<file path="config.mk">
export PLATFORM = sky130hd
export DESIGN_NAME = note_duration_sequencer
export DESIGN_NICKNAME = d
export VERILOG_FILES = /design/src/rtl/music_pkg.sv /design/src/rtl/dur_lut.sv /design/src/rtl/note_duration_sequencer.sv
export SDC_FILE = /design/constraint.sdc
export NUM_CORES = 1
export LEC_CHECK = 0
export ABC_AREA = 1
export CAP_MARGIN = 10
export CORE_ASPECT_RATIO = 0.6
export CORE_UTILIZATION = 57
export CTS_CLUSTER_DIAMETER = 30
export DETAILED_ROUTE_END_ITERATION = 6
export GPL_TIMING_DRIVEN = 0
export PLACE_DENSITY = 0.95
export SLEW_MARGIN = 20
export SYNTH_ARGS = -nofsm -noshare
export SYNTH_HDL_FRONTEND = slang
export SYNTH_SLANG_ARGS = --single-unit
export TNS_END_PERCENT = 10
</file>
<file path="constraint.sdc">
create_clock -name clk -period 3.85 [get_ports clk]
set_clock_uncertainty 0.1 [all_clocks]
set_input_delay 0.385 -clock clk [delete_from_list [all_inputs] [get_ports clk]]
set_output_delay 0.385 -clock clk [all_outputs]
set_load 0.05 [all_outputs]
</file>
<file path="src/rtl/music_pkg.sv">
// rtl/music_pkg.sv - shared types and duration table for the music box sequencer
package music_pkg;

    typedef enum logic [1:0] {
        IDLE = 2'd0,
        PLAY = 2'd1,
        GAP  = 2'd2
    } seq_state_t;

    localparam int DUR_CODE_W = 3;

    // Beat counts for each undotted duration code
    localparam int DUR_1  = 1;
    localparam int DUR_2  = 2;
    localparam int DUR_4  = 4;
    localparam int DUR_8  = 8;
    localparam int DUR_16 = 16;
    localparam int DUR_24 = 24;
    localparam int DUR_32 = 32;

endpackage

</file>
<file path="src/rtl/dur_lut.sv">
// rtl/dur_lut.sv - combinational duration code to beat count decode
module dur_lut
    import music_pkg::*;
#(
    parameter int CNT_W = 6
) (
    input  logic [DUR_CODE_W-1:0] dur_code,
    input  logic                  dot,
    output logic [CNT_W-1:0]      len
);

    logic [CNT_W-1:0] base;

    // Base length lookup; code 7 is a spare that plays as a single beat
    always_comb begin
        base = CNT_W'(DUR_1);
        case (dur_code)
            3'd0: base = CNT_W'(DUR_1);
            3'd1: base = CNT_W'(DUR_2);
            3'd2: base = CNT_W'(DUR_4);
            3'd3: base = CNT_W'(DUR_8);
            3'd4: base = CNT_W'(DUR_16);
            3'd5: base = CNT_W'(DUR_24);
            3'd6: base = CNT_W'(DUR_32);
            3'd7: base = CNT_W'(DUR_1);
        endcase
    end

    // Dotted notes add half the base, rounded down, so a dotted single beat stays 1
    assign len = dot ? (base + (base >> 1)) : base;

endmodule

</file>
<file path="src/rtl/note_duration_sequencer.sv">
// rtl/note_duration_sequencer.sv - holds a pitch for a decoded number of beats plus gap
module note_duration_sequencer
    import music_pkg::*;
#(
    parameter int PITCH_W   = 6,
    parameter int CNT_W     = 6,
    parameter int GAP_TICKS = 1
) (
    input  logic                  clk,
    input  logic                  rst_n,
    input  logic                  beat_tick,
    input  logic                  enable,
    input  logic                  stop,
    input  logic                  note_valid,
    output logic                  note_ready,
    input  logic [DUR_CODE_W-1:0] dur_code,
    input  logic                  dot,
    input  logic [PITCH_W-1:0]    pitch_in,
    output logic [PITCH_W-1:0]    pitch_out,
    output logic                  tone_en,
    output logic                  note_done
);

    generate
        if (GAP_TICKS < 0 || GAP_TICKS >= (1 << CNT_W)) begin : g_bad_gap
            $error("GAP_TICKS must fit in CNT_W bits");
        end
        if ((1 << CNT_W) <= 48) begin : g_bad_cnt
            $error("CNT_W too narrow for a dotted 32-beat note");
        end
    endgenerate

    seq_state_t         state, state_nxt;
    logic [CNT_W-1:0]   remain, remain_nxt;
    logic [CNT_W-1:0]   gap, gap_nxt;
    logic [PITCH_W-1:0] pitch_nxt;
    logic               done_nxt;
    logic [CNT_W-1:0]   len;
    logic               tick_ok;

    dur_lut #(
        .CNT_W (CNT_W)
    ) u_dur_lut (
        .dur_code (dur_code),
        .dot      (dot),
        .len      (len)
    );

    // Ticks arriving while paused are dropped, not deferred
    assign tick_ok = beat_tick && enable;

    // Rests keep the gate closed; pausing mutes immediately
    assign tone_en = (state == PLAY) && (pitch_out != '0) && enable;

    // The done cycle is a mandatory bubble; stop blocks any accept
    assign note_ready = (state == IDLE) && !note_done && !stop;

    // Next-state, counter and output decode
    always_comb begin
        state_nxt  = state;
        remain_nxt = remain;
        gap_nxt    = gap;
        pitch_nxt  = pitch_out;
        done_nxt   = 1'b0;
        if (stop) begin
            state_nxt  = IDLE;
            remain_nxt = '0;
            gap_nxt    = '0;
        end else begin
            case (state)
                IDLE: begin
                    if (note_valid && note_ready) begin
                        remain_nxt = len;
                        pitch_nxt  = pitch_in;
                        state_nxt  = PLAY;
                    end
                end
                PLAY: begin
                    if (tick_ok) begin
                        if (remain == CNT_W'(1)) begin
                            if (GAP_TICKS > 0) begin
                                state_nxt = GAP;
                                gap_nxt   = CNT_W'(GAP_TICKS);
                            end else begin
                                state_nxt = IDLE;
                                done_nxt  = 1'b1;
                            end
                        end else begin
                            remain_nxt = remain - CNT_W'(1);
                        end
                    end
                end
                GAP: begin
                    if (tick_ok) begin
                        if (gap == CNT_W'(1)) begin
                            state_nxt = IDLE;
                            done_nxt  = 1'b1;
                        end else begin
                            gap_nxt = gap - CNT_W'(1);
                        end
                    end
                end
                default: begin
                    state_nxt = IDLE;
                end
            endcase
        end
    end

    // State, counters and registered outputs
    always_ff @(posedge clk or negedge rst_n) begin
        if (!rst_n) begin
            state     <= IDLE;
            remain    <= '0;
            gap       <= '0;
            pitch_out <= '0;
            note_done <= 1'b0;
        end else begin
            state     <= state_nxt;
            remain    <= remain_nxt;
            gap       <= gap_nxt;
            pitch_out <= pitch_nxt;
            note_done <= done_nxt;
        end
    end

endmodule

</file>
==> results.cfg, run 1 <==
[outcome]
outcome = finished clean

[worst_setup_path]
startpoint_type = register
worst_setup_path_end_kind = primary output
crit_arrival_ps = 1990
reg2reg_depth = 7
critical_path_class = reg -> out
r2r_end = remain[0]
timing.rr.start = state[1]
required_ps = 3370
path_max_fanout = 9
reg2reg_setup_slack_ps = 2020

[drt]
drcViolationCount = 0
dr.pass1.iters = 5
post_drt_wl_per_cell_um = 13.6
drtIter0Drc = 177
drtAntennaViolNets = 0
via_count = 1501
wl_um = 3550
viasPerCell = 5.73

[place]
placed_area_um2 = 1770
hpwlAfterDp_um = 2630
place_ws_ps = 1230
dp.cells = 258
io_buffers = 23
place_congestion = 0.908

[floorplan]
core_area_um2 = 2330
die_h_um = 41.7
boundaryPins = 25
die_area_um2 = 2850
placementRows = 13
dieWidth_um = 68.2
initial_core_util_pct = 64.4

[power]
p_leak_uw = 0.000885
ir_worst_vdd_v = 0.000377
p_per_area_nw_per_um2 = 695
finalPower_uw = 1260

[global_route]
grt.total_usage_pct = 29.1
grt_overflow = 0
grt_max_degree = 22
grt_pass1_vias = 1329
antenna_found_initial = 0
grt_pass1_wl_um = 6080

[synthesis]
netlist_instances = 205
ys_ff_latch = 21
syn_area_um2 = 1500
ys_seq_area_share_pct = 35.1
syn_avg_cell_area_um2 = 7.31
ys_warn_count = 0
yosysUniqueCellTypes = 28
synth_nets = 230

[clock_network]
cts_tree = built
cts_inserted_buffers = 3
clk_pin_slew_ps = 70
h-tree-depth = 1
cts-root-buf = clkbuf_8
cts_resized = 0
cts_setup_buffers = 0
cts_num_sinks = 21
clockBufferDepth = 2
cts_hold_buf = 0
clkLatencyLatePin_ps = 260

[cells_and_area]
stdcell_count = 262
drive_gt1_share_pct = 9.05
diodes = 0
num-fill-cells = 171
final_cell_mix = nand2_1 (47), nor2_1 (26), clkdlybuf4s50_1 (23)
fin_area_um2 = 1810
area_delta_synth_final_pct = 21.0
mostFrequentLayoutCell = nand2_1
final_nets = 258

[worst_hold_path]
min_to = pitch_out[2]
hp-start = pitch_out[2]
hold_depth = 1
hold_path_class = reg -> reg

[timing]
max_freq_mhz = 405
hold_viol_final = 0
tns_ps = 0
slew_headroom_pct = 38.0
tightestPinTransition_ps = 928
rsz0062_at_grt = false
min_period_ps = 2470
setup_viol = 0
fin_crit_sh_pct = 64.2
setup_ws_ps = 1380
slew_viol_final = 0

[flow_run]
cap_violations = 0
## sequential cells by signal, summed over array words and instances (netlist names)
signal / flops
remain: 6
note_done: 1
state: 2
pitch_out: 6
gap: 6
## cell usage after synthesis, drive strengths merged
cell | number | area share [%]
o22ai | 1 | 0.42
mux2 | 6 | 4.5
o21a | 4 | 2.0
a21oi | 8 | 2.7
nor3 | 6 | 2.3
nor4 | 3 | 1.7
o21bai | 1 | 0.50
nor3b | 1 | 0.50
nand4 | 2 | 0.83
ha | 9 | 7.5
nand3 | 13 | 4.3
nand3b | 2 | 1.0
nor2 | 28 | 7.7
buf | 1 | 0.33
xor2 | 3 | 1.8
inv | 24 | 6.0
dfrtp | 21 | 35
xnor2 | 2 | 1.2
o21ai | 20 | 6.7
nand2 | 49 | 13
a31oi | 1 | 0.42
## critical path, cell delays in order, from the launching register on
cell	delay, ps
dfrtp_1	490
nor2_4	280
nand3_1	120
inv_1	60
clkdlybuf4s50_1	790
## worst max-delay path by stage
stage                start           end  cells past startpoint
2_1_floorplan    note_done  pitch_out[0]                      3
3_3_place_gp   dur_code[2]     remain[5]                     14
3_5_place_dp   dur_code[2]     remain[5]                     15
4_1_cts           state[1]       tone_en                      4
5_1_grt        dur_code[2]     remain[4]                     12
6_report          state[1]       tone_en                      4
## where the power goes
group          leakage [uW]  internal [uW]  switching, uW
logic              0.000588            266            465
registers          0.000271            301           85.4
clock network     0.0000255           72.1           70.9
## routing by layer
layer / part of all wire, % / GRT usage (%) / wire (um)
met5: 0 / 0 / 0
met4: 1.3 / 7.08 / 45
met3: 9.2 / 7.42 / 326
met2: 41 / 41.2 / 1470
met1: 48 / 43.8 / 1720
## final cells by class
class,count,area [um2],area share [%]
inverter,24,90.1,4.97
tap,30,37.5,2.07
sequential,21,526,29.0
multi-input combinational,159,878,48.4
clock buffer,3,41.3,2.28
buffer,1,5.00,0.276
timing repair buffer,23,230,12.7
clock inverter,1,5.00,0.276
## cell families (layout without fill, tap and decap cells)
| family | Yosys count | in the layout | synth area share, % |
|---|---|---|---|
| AOI/OAI and AO/OA | 35 | 35 | 12.7 |
| and+or+nand+nor | 104 | 104 | 31.0 |
| xor gates and xnor gates | 5 | 5 | 2.92 |
| adders and majority gates | 9 | 9 | 7.51 |
| DFF | 21 | 21 | 35.1 |
| muxes | 6 | 6 | 4.51 |
| buffers and inverters | 25 | 52 | 6.34 |
## through the flow
stage	hold WS (ps)	utilization, %
global placement	414	76.0
finish	440	77.9
detailed placement	429	76.0
floorplan	-10.6	-
global route	457	77.9
CTS	443	77.9
(Power assumes the default switching activity.)
==> inputs of run 2 (changes only) <==
- CORE_UTILIZATION: 57 -> 53
- PLACE_DENSITY: 0.95 -> 0.9
- clock period: 3.85 -> 2.3 ns (I/O delays scaled with it)
==> run 2 against run 1 <==
Wire length is 5.5% lower. Register-to-register slack lost 1500 ps. Design area rose by 1.4%. Cell count increased by 0.76%. Core utilization decreased by 7.0 points. Hold slack worse by 130 ps. First-iteration DRC count shrank 49%. Worst setup slack worse by 1300 ps. Clock-buffer cell count increased by 1. Die area grew 7.3%. Clock power grew 69%. Largest cell class unchanged. Highest routed layer unchanged.
==> results.cfg, run 2 (synthesis results as in run 1) <==
[global_route]
grt.total_usage_pct = 24.3
grt_pass1_wl_um = 5680
grt_overflow = 0
grt_pass1_vias = 1259
antenna_found_initial = 0
grt_max_degree = 22

[power]
ir_worst_vdd_v = 0.000819
p_per_area_nw_per_um2 = 1150
p_leak_uw = 0.000898

[clock_network]
clockBufferDepth = 2
cts_hold_buf = 0
cts_setup_buffers = 0
cts_inserted_buffers = 3
cts_num_sinks = 21
cts-root-buf = clkbuf_8
cts_tree = built
h-tree-depth = 1
clk_pin_slew_ps = 80
clkLatencyLatePin_ps = 260

[timing]
setup_viol = 0
max_freq_mhz = 456
min_period_ps = 2190
fin_crit_sh_pct = 95.4
rsz0062_at_grt = false
slew_viol_final = 0
slew_headroom_pct = 38.0
hold_viol_final = 0
whs_ps = 307
tightestPinTransition_ps = 927
setup_ws_ps = 106

[drt]
viasPerCell = 5.48
dr.pass1.iters = 4
drtIter0Drc = 91
post_drt_wl_per_cell_um = 12.7
via_count = 1447
wl_um = 3360
drtAntennaViolNets = 0
drcViolationCount = 0

[floorplan]
placementRows = 14
die_h_um = 43.2
boundaryPins = 25
die_area_um2 = 3050
initial_core_util_pct = 57.8
core_area_um2 = 2590
dieWidth_um = 70.7

[cells_and_area]
diodes = 0
drive_gt1_share_pct = 9.91
post-route-util_pct = 70.9
final_nets = 258
mostFrequentLayoutCell = nand2_1
final_cell_mix = nand2_1 (47), nor2_1 (25), dfrtp_1 (21), clkdlybuf4s50_1 (21), inv_1 (19)
num-fill-cells = 217
reg_top3 = gap: 6 flops, pitch_out: 6 flops, remain: 6 flops
multiInputGateArea_um2 = 902
fin_area_um2 = 1840
area_delta_synth_final_pct = 22.7
seqCellArea_um2 = 526

[place]
placed_area_um2 = 1780
hpwlAfterDp_um = 2640
place_congestion = 0.907
place_ws_ps = -156
io_buffers = 23

[worst_setup_path]
critical_path_class = in -> reg
startpoint_type = primary input
worst_setup_path_end_kind = register
path_max_fanout = 4
reg2reg_depth = 7
crit_arrival_ps = 2240
required_ps = 2350

[worst_hold_path]
hold_path_class = in -> reg
hold_depth = 4

[flow_run]
cap_violations = 0

[outcome]
outcome = finished clean
-- run 2: path summary, 6_finish.rpt --
| kind | endpoint | start | slack [ps] |
|---|---|---|---|
| worst min register to register | gap[0] | gap[0] | 440 |
| worst max-delay path | remain[5] | dur_code[1] | 110 |
| min in group asynchronous | gap[3] | rst_n | 380 |
| worst min-delay path | note_done | stop | 310 |
| worst max register to register | remain[0] | state[1] | 530 |
| max in group asynchronous | pitch_out[0] | rst_n | 1140 |
-- run 2: worst max-delay path: stages --
cell and delay [ps]:
clkdlybuf4s50_1 540, inv_1 110, nor3_1 330, ha_1 350, a21oi_1 180, o21a_1 160
nand2_1 70, nand3_1 70, nand3_1 80, nand2_1 70, nand2_1 50
-- run 2: layout make-up --
cell class / instances / area share (%)
sequential: 21 / 28.6
tap: 32 / 2.18
timing repair buffer: 23 / 12.6
inverter: 24 / 4.90
clock buffer: 4 / 2.45
buffer: 1 / 0.272
multi-input combinational: 159 / 49.0
-- run 2: where the power goes --
part / total [uW] / switching [uW] / leakage [uW] / internal, uW
Clock: 242 / 119 / 0.0000228 / 123
Sequential: 647 / 144 / 0.000271 / 503
Combinational: 1220 / 771 / 0.000604 / 450
-- run 2: metal layers --
metal | vias up | GRT usage, % | share of wire, %
met5 | - | 0 | 0
met4 | 0 | 4.80 | 1.2
met3 | 6 | 6.41 | 7.9
met2 | 53 | 34.4 | 41
met1 | 649 | 37.2 | 50
li1 | 739 | - | -
-- run 2: what timing repair did --
action / in CTS / in global routing
hold endpoints to repair: 0 / 0
gates resized for setup: 1 / 5
endpoints found under the setup margin: 1 / 4
-- run 2: per-stage QoR --
step	power, uW	instances	setup TNS, ps
final	2110	264	0
after CTS	2100	264	0
after floorplan	1520	205	0
after global placement	1820	260	-172
after detailed placement	1860	260	-257
after global routing	2260	264	0
